[src/rtl/lc3_pkg.sv]
// lc3_pkg -- shared definitions for the LC-3 control unit.
//
// Contents:
//   state_t      controller states, encoded with the Patt state numbers
//   OP_*         instruction opcodes (IR[15:12])
//   *_SEL / ALU_* datapath mux-select and ALU function encodings
//   ctrl_t       bundle of every Moore control output of the FSM
//   cc_from_bus  condition-code evaluation of a bus value
package lc3_pkg;

  localparam int LC3_WIDTH = 16;

  typedef enum logic [5:0] {
    S_BR        = 6'd0,
    S_ADD       = 6'd1,
    S_LD        = 6'd2,
    S_ST        = 6'd3,
    S_JSR       = 6'd4,
    S_AND       = 6'd5,
    S_LDR       = 6'd6,
    S_STR       = 6'd7,
    S_NOT       = 6'd9,
    S_LDI       = 6'd10,
    S_STI       = 6'd11,
    S_JMP       = 6'd12,
    S_LEA       = 6'd14,
    S_TRAP      = 6'd15,
    S_WRITE     = 6'd16,
    S_FETCH     = 6'd18,
    S_JSRR      = 6'd20,
    S_JSR_OFF   = 6'd21,
    S_BR_TAKEN  = 6'd22,
    S_ST_MDR    = 6'd23,
    S_LDI_RD    = 6'd24,
    S_LD_RD     = 6'd25,
    S_LDI_MAR   = 6'd26,
    S_LD_WB     = 6'd27,
    S_TRAP_RD   = 6'd28,
    S_STI_RD    = 6'd29,
    S_TRAP_PC   = 6'd30,
    S_STI_MAR   = 6'd31,
    S_DECODE    = 6'd32,
    S_FETCH_RD  = 6'd33,
    S_FETCH_IR  = 6'd35
  } state_t;

  localparam logic [3:0] OP_BR   = 4'b0000;
  localparam logic [3:0] OP_ADD  = 4'b0001;
  localparam logic [3:0] OP_LD   = 4'b0010;
  localparam logic [3:0] OP_ST   = 4'b0011;
  localparam logic [3:0] OP_JSR  = 4'b0100;
  localparam logic [3:0] OP_AND  = 4'b0101;
  localparam logic [3:0] OP_LDR  = 4'b0110;
  localparam logic [3:0] OP_STR  = 4'b0111;
  localparam logic [3:0] OP_RTI  = 4'b1000;
  localparam logic [3:0] OP_NOT  = 4'b1001;
  localparam logic [3:0] OP_LDI  = 4'b1010;
  localparam logic [3:0] OP_STI  = 4'b1011;
  localparam logic [3:0] OP_JMP  = 4'b1100;
  localparam logic [3:0] OP_RES  = 4'b1101;
  localparam logic [3:0] OP_LEA  = 4'b1110;
  localparam logic [3:0] OP_TRAP = 4'b1111;

  localparam logic       MARMUX_ZEXT  = 1'b0;
  localparam logic       MARMUX_ADDER = 1'b1;

  localparam logic       ADDR1_PC  = 1'b0;
  localparam logic       ADDR1_SR1 = 1'b1;

  localparam logic [1:0] ADDR2_ZERO  = 2'b00;
  localparam logic [1:0] ADDR2_OFF6  = 2'b01;
  localparam logic [1:0] ADDR2_OFF9  = 2'b10;
  localparam logic [1:0] ADDR2_OFF11 = 2'b11;

  localparam logic [1:0] PCMUX_INC   = 2'b00;
  localparam logic [1:0] PCMUX_BUS   = 2'b01;
  localparam logic [1:0] PCMUX_ADDER = 2'b10;

  localparam logic [1:0] SR1_IR11_9 = 2'b00;
  localparam logic [1:0] SR1_IR8_6  = 2'b01;
  localparam logic [1:0] SR1_R6     = 2'b10;

  localparam logic [1:0] DR_IR11_9 = 2'b00;
  localparam logic [1:0] DR_R7     = 2'b01;
  localparam logic [1:0] DR_R6     = 2'b10;

  localparam logic [1:0] ALU_ADD   = 2'b00;
  localparam logic [1:0] ALU_AND   = 2'b01;
  localparam logic [1:0] ALU_NOT   = 2'b10;
  localparam logic [1:0] ALU_PASSA = 2'b11;

  typedef struct packed {
    logic       ld_mar;
    logic       ld_mdr;
    logic       ld_ir;
    logic       ld_pc;
    logic       ld_reg;
    logic       ld_ben;
    logic       ld_cc;
    logic       gate_marmux;
    logic       gate_mdr;
    logic       gate_alu;
    logic       gate_pc;
    logic       marmux_sel;
    logic       addr1_sel;
    logic [1:0] addr2_sel;
    logic [1:0] pcmux_sel;
    logic [1:0] sr1_sel;
    logic [1:0] dr_sel;
    logic       cs;
    logic       we;
    logic [1:0] aluk;
  } ctrl_t;

  // Returns {N, Z, P} for a value seen on the bus; exactly one bit is set.
  function automatic logic [2:0] cc_from_bus(input logic [LC3_WIDTH-1:0] bus);
    logic neg;
    logic zero;
    neg  = bus[LC3_WIDTH-1];
    zero = (bus == '0);
    return {neg, zero, !neg && !zero};
  endfunction

endpackage

[src/rtl/lc3_nzp_ben.sv]
// lc3_nzp_ben -- condition-code and branch-enable registers.
//
// Ports:
//   clk, rst   clock (rising edge) and asynchronous active-high reset
//   bus        datapath bus value evaluated when ld_cc is asserted
//   ir_cond    IR[11:9], the n/z/p mask of a BR instruction
//   ld_cc      load N/Z/P from bus
//   ld_ben     load BEN from ir_cond and the current N/Z/P
//   n, z, p    condition codes (reset to Z only)
//   ben        latched branch enable
module lc3_nzp_ben
  import lc3_pkg::*;
#(
  parameter int WIDTH = 16
) (
  input  logic             clk,
  input  logic             rst,
  input  logic [WIDTH-1:0] bus,
  input  logic [2:0]       ir_cond,
  input  logic             ld_cc,
  input  logic             ld_ben,
  output logic             n,
  output logic             z,
  output logic             p,
  output logic             ben
);

  // BEN is computed from the N/Z/P held before this edge, which the
  // non-blocking update gives us for free.
  always_ff @(posedge clk or posedge rst) begin
    if (rst) begin
      n   <= 1'b0;
      z   <= 1'b1;
      p   <= 1'b0;
      ben <= 1'b0;
    end else begin
      if (ld_cc) begin
        {n, z, p} <= cc_from_bus(bus);
      end
      if (ld_ben) begin
        ben <= |(ir_cond & {n, z, p});
      end
    end
  end

endmodule

[src/rtl/lc3_fsm.sv]
// lc3_fsm -- LC-3 control unit: Moore state machine plus NZP/BEN registers.
//
// Ports:
//   CLK, RESET      clock (rising edge), asynchronous active-high reset
//   READY           memory access complete
//   BUS, IR         shared bus value and current instruction
//   N, Z, P, BEN    condition codes and latched branch enable
//   LD_*            register load enables
//   Gate*           bus driver enables
//   *MUXsel, ALUK   datapath selects (encodings in lc3_pkg)
//   CS, WE          memory enable and write
//
// Configuration: define LC3_TRAP_EN to execute TRAP (states 15/28/30);
// otherwise TRAP is treated like the unused opcodes and returns to fetch.
// Only WIDTH = 16 is supported.
module lc3_fsm
  import lc3_pkg::*;
#(
  parameter int WIDTH = 16
) (
  input  logic             CLK,
  input  logic             RESET,
  input  logic             READY,
  input  logic [WIDTH-1:0] BUS,
  input  logic [WIDTH-1:0] IR,
  output logic             N,
  output logic             Z,
  output logic             P,
  output logic             BEN,
  output logic             LD_MAR,
  output logic             LD_MDR,
  output logic             LD_IR,
  output logic             LD_PC,
  output logic             LD_REG,
  output logic             LD_BEN,
  output logic             LD_CC,
  output logic             GateMARMUX,
  output logic             GateMDR,
  output logic             GateALU,
  output logic             GatePC,
  output logic             MARMUXsel,
  output logic             ADDR1MUXsel,
  output logic [1:0]       ADDR2MUXsel,
  output logic [1:0]       PCMUXsel,
  output logic [1:0]       SR1MUXsel,
  output logic [1:0]       DRMUXsel,
  output logic             CS,
  output logic             WE,
  output logic [1:0]       ALUK
);

  state_t     state;
  state_t     state_next;
  ctrl_t      ctrl;
  logic [3:0] opcode;
  logic       ir_unused;

  assign opcode    = IR[15:12];
  assign ir_unused = ^IR[8:0];

  // State register; reset drops any memory access in progress and
  // restarts at fetch.
  always_ff @(posedge CLK or posedge RESET) begin
    if (RESET) begin
      state <= S_FETCH;
    end else begin
      state <= state_next;
    end
  end

  // Next-state logic; memory states stall until READY.
  always_comb begin
    state_next = S_FETCH;
    case (state)
      S_FETCH:    state_next = S_FETCH_RD;
      S_FETCH_RD: state_next = READY ? S_FETCH_IR : S_FETCH_RD;
      S_FETCH_IR: state_next = S_DECODE;
      S_DECODE: begin
        case (opcode)
          OP_BR:   state_next = S_BR;
          OP_ADD:  state_next = S_ADD;
          OP_LD:   state_next = S_LD;
          OP_ST:   state_next = S_ST;
          OP_JSR:  state_next = S_JSR;
          OP_AND:  state_next = S_AND;
          OP_LDR:  state_next = S_LDR;
          OP_STR:  state_next = S_STR;
          OP_NOT:  state_next = S_NOT;
          OP_LDI:  state_next = S_LDI;
          OP_STI:  state_next = S_STI;
          OP_JMP:  state_next = S_JMP;
          OP_LEA:  state_next = S_LEA;
`ifdef LC3_TRAP_EN
          OP_TRAP: state_next = S_TRAP;
`endif
          default: state_next = S_FETCH;
        endcase
      end
      S_BR:       state_next = BEN ? S_BR_TAKEN : S_FETCH;
      S_JSR:      state_next = IR[11] ? S_JSR_OFF : S_JSRR;
      S_LD:       state_next = S_LD_RD;
      S_LDR:      state_next = S_LD_RD;
      S_LD_RD:    state_next = READY ? S_LD_WB : S_LD_RD;
      S_LDI:      state_next = S_LDI_RD;
      S_LDI_RD:   state_next = READY ? S_LDI_MAR : S_LDI_RD;
      S_LDI_MAR:  state_next = S_LD_RD;
      S_ST:       state_next = S_ST_MDR;
      S_STR:      state_next = S_ST_MDR;
      S_STI:      state_next = S_STI_RD;
      S_STI_RD:   state_next = READY ? S_STI_MAR : S_STI_RD;
      S_STI_MAR:  state_next = S_ST_MDR;
      S_ST_MDR:   state_next = S_WRITE;
      S_WRITE:    state_next = READY ? S_FETCH : S_WRITE;
`ifdef LC3_TRAP_EN
      S_TRAP:     state_next = S_TRAP_RD;
      S_TRAP_RD:  state_next = READY ? S_TRAP_PC : S_TRAP_RD;
`endif
      default:    state_next = S_FETCH;
    endcase
  end

  // Moore outputs; anything not set for a state stays 0.
  always_comb begin
    ctrl = '0;
    case (state)
      S_FETCH: begin
        ctrl.gate_pc   = 1'b1;
        ctrl.ld_mar    = 1'b1;
        ctrl.ld_pc     = 1'b1;
        ctrl.pcmux_sel = PCMUX_INC;
      end
      S_FETCH_RD, S_LD_RD, S_LDI_RD, S_STI_RD: begin
        ctrl.cs     = 1'b1;
        ctrl.ld_mdr = 1'b1;
      end
      S_FETCH_IR: begin
        ctrl.gate_mdr = 1'b1;
        ctrl.ld_ir    = 1'b1;
      end
      S_DECODE: ctrl.ld_ben = 1'b1;
      S_ADD, S_AND, S_NOT: begin
        ctrl.sr1_sel  = SR1_IR8_6;
        ctrl.aluk     = (state == S_ADD) ? ALU_ADD :
                        (state == S_AND) ? ALU_AND : ALU_NOT;
        ctrl.gate_alu = 1'b1;
        ctrl.ld_reg   = 1'b1;
        ctrl.ld_cc    = 1'b1;
        ctrl.dr_sel   = DR_IR11_9;
      end
      S_BR_TAKEN: begin
        ctrl.addr1_sel = ADDR1_PC;
        ctrl.addr2_sel = ADDR2_OFF9;
        ctrl.pcmux_sel = PCMUX_ADDER;
        ctrl.ld_pc     = 1'b1;
      end
      // JMP and JSRR both jump to the base register.
      S_JMP, S_JSRR: begin
        ctrl.sr1_sel   = SR1_IR8_6;
        ctrl.addr1_sel = ADDR1_SR1;
        ctrl.addr2_sel = ADDR2_ZERO;
        ctrl.pcmux_sel = PCMUX_ADDER;
        ctrl.ld_pc     = 1'b1;
      end
      S_JSR: begin
        ctrl.gate_pc = 1'b1;
        ctrl.dr_sel  = DR_R7;
        ctrl.ld_reg  = 1'b1;
      end
      S_JSR_OFF: begin
        ctrl.addr1_sel = ADDR1_PC;
        ctrl.addr2_sel = ADDR2_OFF11;
        ctrl.pcmux_sel = PCMUX_ADDER;
        ctrl.ld_pc     = 1'b1;
      end
      S_LEA: begin
        ctrl.addr1_sel   = ADDR1_PC;
        ctrl.addr2_sel   = ADDR2_OFF9;
        ctrl.marmux_sel  = MARMUX_ADDER;
        ctrl.gate_marmux = 1'b1;
        ctrl.dr_sel      = DR_IR11_9;
        ctrl.ld_reg      = 1'b1;
        ctrl.ld_cc       = 1'b1;
      end
      S_LD, S_LDI, S_ST, S_STI: begin
        ctrl.addr1_sel   = ADDR1_PC;
        ctrl.addr2_sel   = ADDR2_OFF9;
        ctrl.marmux_sel  = MARMUX_ADDER;
        ctrl.gate_marmux = 1'b1;
        ctrl.ld_mar      = 1'b1;
      end
      S_LDR, S_STR: begin
        ctrl.sr1_sel     = SR1_IR8_6;
        ctrl.addr1_sel   = ADDR1_SR1;
        ctrl.addr2_sel   = ADDR2_OFF6;
        ctrl.marmux_sel  = MARMUX_ADDER;
        ctrl.gate_marmux = 1'b1;
        ctrl.ld_mar      = 1'b1;
      end
      S_LD_WB: begin
        ctrl.gate_mdr = 1'b1;
        ctrl.dr_sel   = DR_IR11_9;
        ctrl.ld_reg   = 1'b1;
        ctrl.ld_cc    = 1'b1;
      end
      // Indirect modes: the pointer just read becomes the address.
      S_LDI_MAR, S_STI_MAR: begin
        ctrl.gate_mdr = 1'b1;
        ctrl.ld_mar   = 1'b1;
      end
      // The source register is passed through the ALU into MDR; the
      // memory stays disabled so MDR takes the bus, not RAM.
      S_ST_MDR: begin
        ctrl.sr1_sel  = SR1_IR11_9;
        ctrl.aluk     = ALU_PASSA;
        ctrl.gate_alu = 1'b1;
        ctrl.ld_mdr   = 1'b1;
      end
      S_WRITE: begin
        ctrl.cs = 1'b1;
        ctrl.we = 1'b1;
      end
`ifdef LC3_TRAP_EN
      S_TRAP: begin
        ctrl.marmux_sel  = MARMUX_ZEXT;
        ctrl.gate_marmux = 1'b1;
        ctrl.ld_mar      = 1'b1;
      end
      S_TRAP_RD: begin
        ctrl.gate_pc = 1'b1;
        ctrl.dr_sel  = DR_R7;
        ctrl.ld_reg  = 1'b1;
        ctrl.cs      = 1'b1;
        ctrl.ld_mdr  = 1'b1;
      end
      S_TRAP_PC: begin
        ctrl.gate_mdr  = 1'b1;
        ctrl.pcmux_sel = PCMUX_BUS;
        ctrl.ld_pc     = 1'b1;
      end
`endif
      default: ctrl = '0;
    endcase
  end

  lc3_nzp_ben #(.WIDTH(WIDTH)) u_nzp_ben (
    .clk     (CLK),
    .rst     (RESET),
    .bus     (BUS),
    .ir_cond (IR[11:9]),
    .ld_cc   (ctrl.ld_cc),
    .ld_ben  (ctrl.ld_ben),
    .n       (N),
    .z       (Z),
    .p       (P),
    .ben     (BEN)
  );

  assign LD_MAR      = ctrl.ld_mar;
  assign LD_MDR      = ctrl.ld_mdr;
  assign LD_IR       = ctrl.ld_ir;
  assign LD_PC       = ctrl.ld_pc;
  assign LD_REG      = ctrl.ld_reg;
  assign LD_BEN      = ctrl.ld_ben;
  assign LD_CC       = ctrl.ld_cc;
  assign GateMARMUX  = ctrl.gate_marmux;
  assign GateMDR     = ctrl.gate_mdr;
  assign GateALU     = ctrl.gate_alu;
  assign GatePC      = ctrl.gate_pc;
  assign MARMUXsel   = ctrl.marmux_sel;
  assign ADDR1MUXsel = ctrl.addr1_sel;
  assign ADDR2MUXsel = ctrl.addr2_sel;
  assign PCMUXsel    = ctrl.pcmux_sel;
  assign SR1MUXsel   = ctrl.sr1_sel;
  assign DRMUXsel    = ctrl.dr_sel;
  assign CS          = ctrl.cs;
  assign WE          = ctrl.we;
  assign ALUK        = ctrl.aluk;

endmodule

[config.mk]
export PLATFORM = sky130hd
export DESIGN_NAME = lc3_fsm
export DESIGN_NICKNAME = d
export VERILOG_FILES = /design/src/rtl/lc3_pkg.sv /design/src/rtl/lc3_nzp_ben.sv /design/src/rtl/lc3_fsm.sv
export SDC_FILE = /design/constraint.sdc
export NUM_CORES = 1
export LEC_CHECK = 0
export BUFFER_PORTS_ARGS = -buffer_cell sky130_fd_sc_hd__buf_2
export CORE_MARGIN = 10
export CORE_UTILIZATION = 46
export CTS_BUF_LIST = sky130_fd_sc_hd__clkbuf_8 sky130_fd_sc_hd__clkbuf_16
export CTS_CLUSTER_DIAMETER = 80
export DETAILED_ROUTE_END_ITERATION = 10
export PLACE_DENSITY = 0.81
export SYNTH_ARGS = -nofsm -noshare
export SYNTH_HDL_FRONTEND = slang
export SYNTH_HIERARCHICAL = 1
export SYNTH_SLANG_ARGS = --single-unit
[constraint.sdc]
create_clock -name CLK -period 2.1 [get_ports CLK]
set_input_delay 0.105 -clock CLK [delete_from_list [all_inputs] [get_ports CLK]]
set_output_delay 0.105 -clock CLK [all_outputs]
set_load 0.02 [all_outputs]
# After elaboration in Yosys (flattened, before gate mapping)
# Memory sizes are Yosys's and may differ from the RTL's.
# Cells that the tools add are included.
dict set report word_totals {
  inputBits 35
  n_memories 1
  ram_bits 0
  latchBits 0
  elab_cells 86
  ff_bits 10
  romBits 80
}
# name words width rd rd_clocked_by_memory_dff write_ports line_no
set mem_list {}
lappend mem_list {{(no name shown)} 16 5 1 0 0 lc3_fsm.sv:79} ;# case (opcode)
dict set report classes {
  n_bitwise 1
  add_sub_neg 0
  n_eq_ne 27
  n_div 0
  multipliers 0
  shifts 0
  reduce_logical 24
  n_lt_le_gt_ge 0
  mux 28
}
# cell n
set op_table {}
lappend op_table {{case mux 6 bit (15 select lines)} 1}
lappend op_table {{equality test 6 x 5 -> 1 bit, second input constant} 12}
lappend op_table {{equality test 6 x 4 -> 1 bit, second input constant} 5}
lappend op_table {{equality test 6 x 3 -> 1 bit, second input constant} 4}
lappend op_table {{OR reduction 5 bit} 4}
lappend op_table {{equality test 6 bit, second input constant} 3}
lappend op_table {{zero test 16 bit} 1}
lappend op_table {{two-way mux 1 bit} 16}
lappend op_table {{two-way mux 2 bit} 8}
lappend op_table {{OR reduction 7 bit} 2}
lappend op_table {{equality test 6 x 2 -> 1 bit, second input constant} 2}
lappend op_table {{case mux 3 bit (4 select lines)} 1}
lappend op_table {{OR reduction 3 bit} 4}
lappend op_table {{OR reduction 4 bit} 3}
lappend op_table {{OR reduction 6 bit} 2}
lappend op_table {{OR reduction 9 bit} 1}
lappend op_table {{equality test 6 x 1 -> 1 bit, second input constant} 1}
lappend op_table {{zero test 6 bit} 1}
lappend op_table {{OR reduction 2 bit} 3}
lappend op_table {{case mux 2 bit (2 select lines)} 1}
lappend op_table {{bitwise AND 3 bit} 1}
lappend op_table {{two-way mux 3 bit} 1}
lappend op_table {{zero test 1 bit} 2}
lappend op_table {{logical AND 1 bit} 1}

# Logic depth before layout (Yosys ltp)
dict set report logic_depth {
  depth_word 4
  depth_mapped 9
}

# Cells and area by module
# The synthesis kept the hierarchy.
# mod area_each_um2 seq_area_each_um2 n_inst cells_per_inst
set by_module_without_submodules {}
lappend by_module_without_submodules {lc3_fsm 1104.8 152.6 1 166}
lappend by_module_without_submodules {lc3_nzp_ben 200.2 101.3 1 21}

# Worst setup path before layout
# OpenSTA, ideal clock, no wires.
dict set report synth_path {
  path_type {flip-flop to flip-flop}
  from {reg state[4]}
  to {reg u_nzp_ben.p}
  path_buffers 2
  path_slack_ns -0.019
  arrival_ns 1.991
  required_ns 1.973
  stages_incl_launch_ff 10
  cell_sequence {dfstp_2 buf_2 buf_2 nand3b_1 o21ai_0 a32oi_1 nor2_1 inv_1 nor3_2 a21oi_1}
}
dict set report synth_between {
  elab_chain_cells 3
}
# element line_no
set synth_rtl {}
lappend synth_rtl {{from (decl)} lc3_fsm.sv:52} ;# state_t state;
lappend synth_rtl {{from (signal assigned)} lc3_fsm.sv:67} ;# state <= state_next;
lappend synth_rtl {{equality test 6 x 1 -> 1 bit (tied with other cells)} lc3_fsm.sv:125} ;# case (state)
lappend synth_rtl {{OR reduction 5 bit (no source line) *} n/a}
lappend synth_rtl {{two-way mux 1 bit *} lc3_fsm.sv:125}
lappend synth_rtl {{net LD_CC} lc3_fsm.sv:36} ;# output logic LD_CC,
lappend synth_rtl {{to (signal assigned)} lc3_nzp_ben.sv:38} ;# {n, z, p} <= cc_from_bus(bus);
lappend synth_rtl {{to (decl)} lc3_nzp_ben.sv:24} ;# output logic p,
# The timed path passes the listed nets; every way through them passes the cells marked *.
# A chain may end at the register's enable or synchronous reset.

# Final worst setup path
dict set report layout_path {
  from {reg state[4]}
  to {out WE}
}
dict set report layout_between {
  elab_chain_cells 2
}
# element line_no
set layout_rtl {}
lappend layout_rtl {{equality test 6 x 5 -> 1 bit} lc3_fsm.sv:125}
lappend layout_rtl {{two-way mux 1 bit} lc3_fsm.sv:125}
lappend layout_rtl {{to (decl)} lc3_fsm.sv:48} ;# output logic WE,
# Every way passes these cells.

==> key figures <==
Clock tree
  – Clock slew at reported path FFs: 40 ps
  – Sink Count: 10
  – Post CTS Setup Buffer Count: 0
  – Buffer depth of the longest clock path: 2
  – Total CTS buffers: 3
  – Level count of the clock H-tree: 1
  – Clock root buffer master: sky130_fd_sc_hd__clkbuf_8
  – Worst-skew pair later-pin latency: about 240 ps
  – CTS tree: built

Worst setup path
  – Critical path data required time: 2000 ps
  – Crit path cell chain: nor2b_1 -> nor4b_1 -> buf_2
  – Max Fanout on Critical Path: 19
  – Reg2Reg Capture Point: u_nzp_ben/p
  – Worst-case register-to-register setup slack: about 290 ps
  – Crit path DAT: between 1500 and 2000 ps
  – Capturing element type of the critical path: output pin
  – Max incr delay on CP: between 700 and 800 ps
  – Worst Reg-to-Reg Cells: 7
  – Start of the worst register-to-register path: state[4]
  – Crit path launch type: flip-flop
  – Crit path max-delay cell type: sky130_fd_sc_hd__dfstp_4
  – Worst setup path category: flip-flop to output pin
  – Number of buffer and inverter instances along the worst setup path: 1
  – Kind of cell adding the most delay to the critical path: flip-flops

GRT
  – Global-route wire length before repair: 7.33 mm
  – Number of global-route vias before repair: 1,656
  – Number of antenna violations at the first check in global routing: 0
  – Largest net degree at the start of global routing: 22
  – Sum of overflow across all layers after global routing: 0
  – Total global routing track utilization: 0.165

Timing
  – Max Freq: 505 MHz
  – RSZ-0062 raised after global routing: no
  – Pins over their slew limit: 0
  – Worst clock skew: about 6.5 ps
  – Final worst-path cycle share: 0.942
  – Fin crit period: about 2000 ps
  – Endpoints failing setup: 0
  – Total Neg Setup Slack: 0 ps
  – Number of failing hold endpoints at the final stage: 0

Detailed routing
  – Via count normalized by instance count: between 5 and 6
  – Via count: 1,592
  – Post-detailed-route DRC marker count: 0
  – Pre-antenna DRT Iters: 4
  – Wirelength per Cell: 16.2 um
  – Final WL: 4.35 mm
  – Antenna-violating nets left: 0
  – Number of DRC violations after detailed-routing iteration 0: 234

Synthesis
  – Dominant cells by area after synthesis: sky130_fd_sc_hd__dfrtp_1 13%, sky130_fd_sc_hd__a21oi_1 7.7%, sky130_fd_sc_hd__dfstp_2 6.0%
  – Post-synthesis cell area: about 1300 um2
  – Primary FF master, synth: sky130_fd_sc_hd__dfrtp_1
  – Most frequent cells after synthesis: 20 x sky130_fd_sc_hd__a21oi_1, 19 x sky130_fd_sc_hd__nor2_1, 13 x sky130_fd_sc_hd__buf_2
  – Count of unique library cells instantiated by Yosys: 52
  – Share of flip-flops with an asynchronous set or reset after synthesis: 1.00
  – Number of enable-type register cells in the synthesized netlist: 0
  – Mean Syn Cell Area: 6.98 um2
  – Total number of yosys warnings: 6
  – Sequential cell area fraction in the yosys report: 0.195
  – Most repeated cell in the gate-level netlist after synthesis: sky130_fd_sc_hd__a21oi_1
  – Yosys top cell area share: 0.134
  – Register bit total from synthesis: 10
  – Area leader, netlist: sky130_fd_sc_hd__dfrtp_1
  – Number of standard cells after synthesis: 187

Final layout
  – FILL cells: 269
  – P&R area growth vs syn: 27.5%
  – Antenna diode instance count: 0
  – Final instance area: between 1500 and 2000 um2
  – Net count, final: 273
  – Fraction of layout cells with a size suffix above 1: 0.342

Die
  – Overall die area: 5370 um2
  – Die X: 73.3 um
  – I/O pins: 64
  – Effective utilization at floorplan: 0.477
  – Height of the die: 73.3 um
  – Standard-cell rows: 19
  – Placeable core area: 2730 um2

Hold path
  – WHS Path Cells: 3
  – Type of the most critical hold path: input pin to flip-flop
  – Min-Delay Endpoint: state[0]
  – Start point of the worst min-delay path: IR[11]

Power
  – Static power due to leakage: 0.780 nW
  – Worst VDD drop: roughly 0.00086 V
  – Total Power Consumption: 2.39 mW
  – Power per Cell Area: 1430 nW/um2

Place
  – Sum of net half-perimeters after detailed placement: 3.39 mm
  – Number of buffer cells added on primary ports: 51
  – Final weighted congestion of routability-driven global placement: approximately 0.9
  – Cell area after placement: 1600 um2

Flow run
  – Number of violations of the max-capacitance limit: 0

Outcome
  – Outcome: completed
-- state kept, by name, summed over array words and instances, names as in the netlist --
name,flops
u_nzp_ben/n,1
u_nzp_ben/ben,1
u_nzp_ben/p,1
u_nzp_ben/z,1
state,6
-- tightest hold or removal path, delay by kind of cell --
kind | cells | cell delay [ps]
AND/OR/NAND/NOR | 2 | 140
buffers and inverters | 1 | 90
-- cell families (layout without fill, tap and decap cells) --
group,Yosys count,count (layout),synth area share
buffers and inverters,29,77,0.107
other,1,3,0.00287
AND/OR/NAND/NOR,92,92,0.419
flip-flops,10,10,0.195
XOR/XNOR,2,2,0.0134
AO/OA/AOI/OAI,53,53,0.263
-- where the power goes --
| group | switching, mW | total (mW) | internal (mW) |
|---|---|---|---|
| Sequential | 0.188 | 0.482 | 0.294 |
| Combinational | 1.01 | 1.70 | 0.692 |
| Clock | 0.0744 | 0.202 | 0.128 |
| Total | 1.27 | 2.39 | 1.11 |
-- through the flow --
| step | setup WS [ps] | utilization | std cells | hold WS [ps] |
|---|---|---|---|---|
| 2_1_floorplan | 122 | - | 189 | -130 |
| 3_3_place_gp | 317 | 0.585 | 263 | -2.92 |
| 3_5_place_dp | 289 | 0.585 | 263 | 9.04 |
| 4_1_cts | 42.6 | 0.605 | 268 | 132 |
| 5_1_grt | 32.2 | 0.609 | 268 | 138 |
| 6_report | 121 | 0.609 | 268 | 138 |
-- worst max path at each step --
| stage | endpoint | cells past startpoint | startpoint | slack (ps) |
|---|---|---|---|---|
| 5_1_grt | LD_PC | 6 | state[0] | 30 |
| 4_1_cts | ALUK[1] | 5 | state[3] | 40 |
| 6_report | WE | 3 | state[4] | 120 |
| 3_5_place_dp | state[1] | 4 | state[4] | 290 |
| 2_1_floorplan | u_nzp_ben/p | 9 | state[4] | 120 |
| 3_3_place_gp | state[1] | 4 | state[4] | 320 |
-- layout make-up --
cell class	instances	area, um2	area share
multi-input cells	150	925	0.556
clock inverters	1	3.75	0.00226
repair buffers	66	370	0.223
inverters	7	26.3	0.0158
clock buffers	3	41.3	0.0248
flip-flops and latches	10	259	0.156
well taps	31	38.8	0.0233
-- per-layer routing --
metal	wire, um	vias to the layer above	track usage
met2	2110	74	0.271
met4	38	0	0.0591
li1	-	777	-
met5	0	-	0
met3	465	5	0.0633
met1	1730	736	0.189
-- cell usage in the layout, fill, tap and decap left out, types with 3 or more instances in the layout --
cell type	count
sky130_fd_sc_hd__o21ai_0	6
sky130_fd_sc_hd__o22ai_1	3
sky130_fd_sc_hd__nand3b_1	4
sky130_fd_sc_hd__a21oi_1	19
sky130_fd_sc_hd__nand2b_1	8
sky130_fd_sc_hd__nand2_1	12
sky130_fd_sc_hd__or3_1	3
sky130_fd_sc_hd__inv_1	8
sky130_fd_sc_hd__nor4_1	5
sky130_fd_sc_hd__and3_1	5
sky130_fd_sc_hd__o21ai_1	3
sky130_fd_sc_hd__buf_4	14
sky130_fd_sc_hd__dfrtp_1	6
sky130_fd_sc_hd__nand3_1	4
sky130_fd_sc_hd__nor2_1	18
sky130_fd_sc_hd__clkbuf_8	3
sky130_fd_sc_hd__nor3_1	6
sky130_fd_sc_hd__conb_1	3
sky130_fd_sc_hd__a31oi_1	4
sky130_fd_sc_hd__nor2b_1	7
sky130_fd_sc_hd__buf_2	51
-- timing repair --
action / 4_1_cts / 5_1_grt
hold buffers: 1 / 0
setup endpoints to repair: 0 / 7
gates resized for setup: 0 / 3
hold endpoints to repair: 8 / 0
Power figures use the tool's default switching activity.
